File: src/rtl/iram_loader.sv
// IRAM writer: unpacks a host byte stream into 16-bit words, fills IRAM from address 0,
// then starts the CPU and waits for its run to finish. Optional checksum: IRAM_LOADER_CHECKSUM_EN.
module iram_loader #(
    parameter int W_ADDR = 8,
    parameter int W_BYTE = 8
) (
    input  logic                  clk,
    input  logic                  rst,
    input  logic                  s_valid,
    input  logic [W_BYTE-1:0]     s_data,
    output logic                  s_ready,
    output logic [W_ADDR-1:0]     iram_addr,
    output logic [2*W_BYTE-1:0]   iram_din,
    output logic                  iram_write,
    output logic                  cpu_start,
    input  logic                  cpu_idle,
    output logic                  busy,
    output logic                  done,
    output logic                  err
);

`ifdef IRAM_LOADER_CHECKSUM_EN
    typedef enum logic [3:0] {
        S_HDR, S_LO, S_HI, S_WR, S_START, S_WAIT0, S_WAIT1, S_DONE, S_CHK
    } state_t;
    localparam state_t S_TAIL = S_CHK;
`else
    typedef enum logic [3:0] {
        S_HDR, S_LO, S_HI, S_WR, S_START, S_WAIT0, S_WAIT1, S_DONE
    } state_t;
    localparam state_t S_TAIL = S_START;
`endif

    localparam int W_CMP = ((W_ADDR > W_BYTE) ? W_ADDR : W_BYTE) + 1;

    state_t                state_q, state_d;
    logic [W_BYTE-1:0]     n_q, n_d;
    logic [W_ADDR-1:0]     cnt_q, cnt_d;
    logic [W_BYTE-1:0]     opc_q, opc_d;
    logic [W_ADDR-1:0]     addr_q, addr_d;
    logic [2*W_BYTE-1:0]   din_q, din_d;
    logic                  accept;
    logic                  last_word;

`ifdef IRAM_LOADER_CHECKSUM_EN
    logic [W_BYTE-1:0]     csum_q, csum_d;
    logic                  err_q, err_d;
`endif

    always_ff @(posedge clk) begin
        if (rst) begin
            state_q <= S_HDR;
            n_q     <= '0;
            cnt_q   <= '0;
            opc_q   <= '0;
            addr_q  <= '0;
            din_q   <= '0;
`ifdef IRAM_LOADER_CHECKSUM_EN
            csum_q  <= '0;
            err_q   <= 1'b0;
`endif
        end else begin
            state_q <= state_d;
            n_q     <= n_d;
            cnt_q   <= cnt_d;
            opc_q   <= opc_d;
            addr_q  <= addr_d;
            din_q   <= din_d;
`ifdef IRAM_LOADER_CHECKSUM_EN
            csum_q  <= csum_d;
            err_q   <= err_d;
`endif
        end
    end

    always_comb begin
        s_ready = 1'b0;
        case (state_q)
            S_HDR, S_LO, S_HI: s_ready = 1'b1;
`ifdef IRAM_LOADER_CHECKSUM_EN
            S_CHK:             s_ready = 1'b1;
`endif
            default:           s_ready = 1'b0;
        endcase
    end

    assign accept    = s_valid && s_ready;
    // Compared one bit wider so N=255 never aliases with a wrapped counter.
    assign last_word = (W_CMP'(cnt_q) + W_CMP'(1)) == W_CMP'(n_q);

    always_comb begin
        state_d    = state_q;
        n_d        = n_q;
        cnt_d      = cnt_q;
        opc_d      = opc_q;
        addr_d     = addr_q;
        din_d      = din_q;
        iram_write = 1'b0;
        cpu_start  = 1'b0;
        done       = 1'b0;
`ifdef IRAM_LOADER_CHECKSUM_EN
        csum_d     = csum_q;
        err_d      = err_q;
`endif
        case (state_q)
            S_HDR: begin
                if (accept) begin
                    n_d     = s_data;
                    cnt_d   = '0;
`ifdef IRAM_LOADER_CHECKSUM_EN
                    csum_d  = '0;
                    err_d   = 1'b0;
`endif
                    state_d = (s_data == '0) ? S_TAIL : S_LO;
                end
            end
            S_LO: begin
                if (accept) begin
                    opc_d   = s_data;
`ifdef IRAM_LOADER_CHECKSUM_EN
                    csum_d  = csum_q ^ s_data;
`endif
                    state_d = S_HI;
                end
            end
            S_HI: begin
                if (accept) begin
                    addr_d  = cnt_q;
                    din_d   = {s_data, opc_q};
`ifdef IRAM_LOADER_CHECKSUM_EN
                    csum_d  = csum_q ^ s_data;
`endif
                    state_d = S_WR;
                end
            end
            S_WR: begin
                iram_write = 1'b1;
                cnt_d      = cnt_q + 1'b1;
                state_d    = last_word ? S_TAIL : S_LO;
            end
`ifdef IRAM_LOADER_CHECKSUM_EN
            S_CHK: begin
                if (accept) begin
                    if (s_data == csum_q) begin
                        state_d = S_START;
                    end else begin
                        err_d   = 1'b1;
                        state_d = S_HDR;
                    end
                end
            end
`endif
            S_START: begin
                cpu_start = 1'b1;
                state_d   = S_WAIT0;
            end
            S_WAIT0: begin
                if (!cpu_idle) state_d = S_WAIT1;
            end
            S_WAIT1: begin
                if (cpu_idle) state_d = S_DONE;
            end
            S_DONE: begin
                done    = 1'b1;
                state_d = S_HDR;
            end
            default: state_d = S_HDR;
        endcase
    end

    assign iram_addr = addr_q;
    assign iram_din  = din_q;
    assign busy      = (state_q != S_HDR);
`ifdef IRAM_LOADER_CHECKSUM_EN
    assign err       = err_q;
`else
    assign err       = 1'b0;
`endif

endmodule
File: config.mk
export PLATFORM = sky130hd
export DESIGN_NAME = iram_loader
export DESIGN_NICKNAME = d
export VERILOG_FILES = /design/src/rtl/iram_loader.sv
export SDC_FILE = /design/constraint.sdc
export NUM_CORES = 1
export LEC_CHECK = 0
export ABC_AREA = 1
export ABC_CLOCK_PERIOD_IN_PS = 2200
export CORE_MARGIN = 3
export CORE_UTILIZATION = 45
export CTS_CLUSTER_DIAMETER = 100
export CTS_CLUSTER_SIZE = 25
export DETAILED_ROUTE_END_ITERATION = 6
export PLACE_DENSITY = 0.77
export SKIP_CTS_REPAIR_TIMING = 1
export SKIP_LAST_GASP = 1
export SLEW_MARGIN = 20
export SYNTH_ARGS = -nofsm -noshare
export SYNTH_HDL_FRONTEND = slang
export SYNTH_SLANG_ARGS = --single-unit
File: constraint.sdc
create_clock -name clk -period 2.2 [get_ports clk]
set_clock_uncertainty 0.05 [all_clocks]
set_input_delay 0.33 -clock clk [delete_from_list [all_inputs] [get_ports clk]]
set_output_delay 0.33 -clock clk [all_outputs]
set_load 0.02 [all_outputs]
# After elaboration in Yosys (flattened, before gate mapping)

Index checks and enable logic that the tools add are counted.

Add/sub/neg operators: 2
Equal/unequal tests: 13
Muxes and demuxes: 14
Reductions and logical operators: 11

Operator list:

| cell                                           | count |
|---|---|
| case mux 4 bit (7 select lines)                | 1 |
| 2-to-1 mux 4 bit                               | 5 |
| == test 4 x 3 -> 1 bit (second input constant) | 4 |
| case mux 8 bit (2 select lines)                | 1 |
| inequality test 2 bit (second input constant)  | 5 |
| adder 8 x 1 -> 9 bit (second input constant)   | 1 |
| == test 9 x 8 -> 1 bit                         | 1 |
| adder 8 x 1 -> 8 bit (second input constant)   | 1 |
| == test 4 x 2 -> 1 bit (second input constant) | 2 |
| zero test 8 bit                                | 1 |
| 2-to-1 mux 8 bit                               | 1 |
| AND reduction 2 bit                            | 4 |
| 2-to-1 mux 3 bit                               | 2 |
| AND reduction 5 bit                            | 1 |
| == test 4 x 1 -> 1 bit (second input constant) | 1 |
| zero test 4 bit                                | 1 |
| 2-to-1 mux 1 bit                               | 4 |
| nonzero test 4 bit                             | 1 |
| OR reduction 3 bit                             | 1 |
| nonzero test 2 bit                             | 1 |
| logical AND 1 bit                              | 1 |

Register bits after elaboration: 52
Input bits: 12
Output and inout port bits: 30

# Logic depth before layout (Yosys ltp)

Word-level depth: 6
Gate-level depth with buffers: 14
Mapped depth without buffers: 14

# Worst setup path after synthesis

OpenSTA, ideal clock, no wires.

Kind: register to register
Start point: register cnt_q[0]
End point: register state_q[0]
Library setup time: 0.132 ns
Arrival time: 1.466 ns
Slack: 0.552 ns
Cell stages (with the launch flop): 15
Buffers on the path: 0
Cells stage by stage: dfxtp_1 -> ha_1 -> nand2_2 -> inv_2 -> nand2_1 -> nand2_1 -> nand2_1 -> nand2_1 -> nand2_1 -> nor2_2 -> nand3_1 -> nand2_1 -> nand2_1 -> nand2_1 -> a21oi_2

Cells in the longest elaborated chain, start to end: 4

RTL lines:

| element                         | line | text |
|---|---|---|
| from (decl)                     | 38   | `logic [W_ADDR-1:0] cnt_q, cnt_d;` |
| from (signal assigned)          | 65   | `cnt_q <= cnt_d;` |
| adder 8 x 1 -> 9 bit            | 89   | `assign last_word = (W_CMP'(cnt_q) + W_CMP'(1)) == W_CMP'(n_q);` |
| == test 9 x 8 -> 1 bit          | 89   |  |
| 2-to-1 mux 3 bit                | 139  | `state_d = last_word ? S_TAIL : S_LO;` |
| case mux 4 bit (7 select lines) | 105  | `case (state_q)` |
| to (signal assigned)            | 63   | `state_q <= state_d;` |
| to (decl)                       | 36   | `state_t state_q, state_d;` |

Every way passes these cells.
A chain may end at the register's enable or synchronous reset.

# Worst setup path in the final report

Start point: register state_q[1]
End point: output s_ready

Cells in the longest elaborated chain, start to end: 3
Elaborated cells between the ends (all ways): 5

RTL lines:

| element                                        | line | text |
|---|---|---|
| == test 4 x 2 -> 1 bit (tied with other cells) | 78   | `case (state_q)` |
| OR reduction 3 bit *                           | 78   |  |
| 2-to-1 mux 1 bit *                             | 78   |  |
| to (decl)                                      | 11   | `output logic s_ready,` |

Mark *: on every way between the ends. The rest lies on a longest branch, timed or not.

==> impl_metrics.toml <==
[timing]
setup_viol = 0
final.setup.worst_slack_ps = 134
fin_tns_setup_ps = 0
hold_viol_final = 0
rsz0062_at_grt = "false"
period_share = 0.939
fin_crit_ps = 2070
whs_ps = 421
timing.fmax_mhz = 484
slew_viol_final = 0

[floorplan]
die_h_um = 77.3
initial_core_util = 0.475
die-area_um2 = 5980
rows = 25
die_width_um = 77.3
core_area_um2 = 4820
io_pins = 42

[power]
leakagePower_nw = 1.19
vdd_drop_max_uv = 406
p_per_area_nw_per_um2 = 685

[grt]
grt_use_total = 0.185
grt_max_degree = 40
grt_pass1_wl_um = 9160
antenna_found_initial = 0
gr-total-overflow = 0
grt-busiest-layer = "met2"
use_met1 = 0.241
grtUsageMet2 = 0.315
use_met3 = 0.0394
grt_pass1_vias = 2044

[cells_and_area]
final_cell_count_no_fill = 432
layout-drive-gt1-share = 0.0932
diodes = 0
area_growth_pct = 25.7
post-route-util = 0.598
fin_nets = 378

[detailed_routing]
ant_nets = 0
drcViolationCount = 0
drtIter0Drc = 151
vias_per_cell = 5.02
wl_per_cell_um = 12.2
routed_wirelength_um = 5280
drt-pass1-iter-count = 4
num_vias = 2167

[critical_path]
slowest_delay_ps = 640
slowest_stage = "clkdlybuf4s50_1"
worstSetupStartpointType = "flop"
worstSetupPathType = "flop to output port"
crit_chain = "nand2_1 > inv_1 > nor2_1 > clkdlybuf4s50_1"
crit_family = "buffers and inverters"
crit_path_end_kind = "output port"
reg2reg_slack_ps = 550
crit_fanout = 5
worstPathArrival_ps = 1690
critPathRequiredTime_ps = 1820
critical_path_buf_inv_count = 2

[run_status]
status = "complete, no violations"

[yosys]
async_flop_share = 0
synth_edf_count = 0
yosys_most_used_dff = "dfxtp_1"
synthTopCellsByArea = "dfxtp_1 (45%), nor2_1 (11%), o21ai_0 (8.7%)"
yosys.area.top_type = "dfxtp_1"
synth_top_area_share = 0.446
ys_warn_count = 0
synth_most_common_cell = "nor2_1"
ys_top_cells_by_count = "nor2_1 (69), dfxtp_1 (51), nand2_1 (49)"
yosysUniqueCellTypes = 29
yosys_register_bits = 51
netlist_area_um2 = 2290
syn_nets = 336
syn-instance-count = 323
seq_area_frac_synth = 0.446
avgSynthCellArea_um2 = 7.09

[placed_design]
hpwlAfterDp_um = 3880
dp_slack_ps = 336
dp_cells = 425
io_buffers = 40
place_congestion = 0.887

[clocking]
cts_tree = "built"
cts-htree-levels = 2
worstSkewPairLatency_ps = 300
cts_root_buffer = "clkbuf_8"
clkTransAtPathRegs_ps = 90
ctsLongestPathBuffers = 2
clkSinkCount = 51
cts_made_buffers = 5

[worst_hold_path]
min_path_type = "flop to flop"

[flow_run]
maxCapViolations = 0
==> tightest hold or removal path, delay by kind of cell (launching register included) <==
family                 cells  cell delay [ps]
flip-flops                 1              320
buffers and inverters      1               60
AO/OA/AOI/OAI              1               50
==> worst paths after layout <==
check / from / end / depth (start not counted)
max reg2reg: cnt_q[0] / state_q[0] / 14
min reg2reg: n_q[7] / n_q[7] / 2
max: state_q[1] / s_ready / 4
min: n_q[7] / n_q[7] / 2
==> logic make-up (layout without fill, tap and decap cells) <==
| group | count (synthesis) | count (layout) | synth area share |
|---|---|---|---|
| fa+ha+maj | 1 | 1 | 0.00546 |
| compound gates | 70 | 70 | 0.162 |
| buf+inv | 41 | 83 | 0.0743 |
| simple gates | 157 | 157 | 0.303 |
| xor+xnor | 2 | 2 | 0.00765 |
| other cells | 1 | 1 | 0.00164 |
| flops | 51 | 51 | 0.446 |
==> layer usage <==
layer / up-vias / share of wire
met5: - / 0
met4: 0 / 0.0080
met3: 6 / 0.035
met2: 52 / 0.48
met1: 985 / 0.48
li1: 1124 / -
==> state kept, by name (all words and copies together), names as in the netlist <==
register   cells
state_q        3
opc_q          8
iram_din      16
cnt_q          8
iram_addr      8
n_q            8
==> metrics by stage <==
stage / power [mW] / instance area (um^2)
after floorplan: 1.23 / 2290
after global placement: 1.36 / 2770
after detailed placement: 1.36 / 2770
after CTS: 1.99 / 2880
after global routing: 2.06 / 2880
final: 1.97 / 2880
==> placed cells by master (no fill, tap or decap), drive strengths merged, types with 2 or more instances in the layout <==
master	n
a21oi	25
a31oi	2
buf	9
clkbuf	5
clkdlybuf4s50	40
dfxtp	51
inv	27
nand2	52
nand3	25
nand4	3
nor2	76
o21ai	40
==> layout make-up <==
cell class                 count  area [um^2]
tap                           67         83.8
inverter                      27          101
timing repair buffer          49          468
clock buffer                   5         68.8
sequential                    51         1020
multi-input combinational    231         1100
clock inverter                 2         37.5
fill                         463         1940
==> where the power goes <==
group	internal [mW]	total, mW	switching (mW)	leakage, nW
clock	0.333	0.627	0.294	0.0502
sequential	0.979	1.01	0.0307	0.416
combinational	0.139	0.334	0.196	0.722
Note: power is estimated with default switching activity, not from simulation.
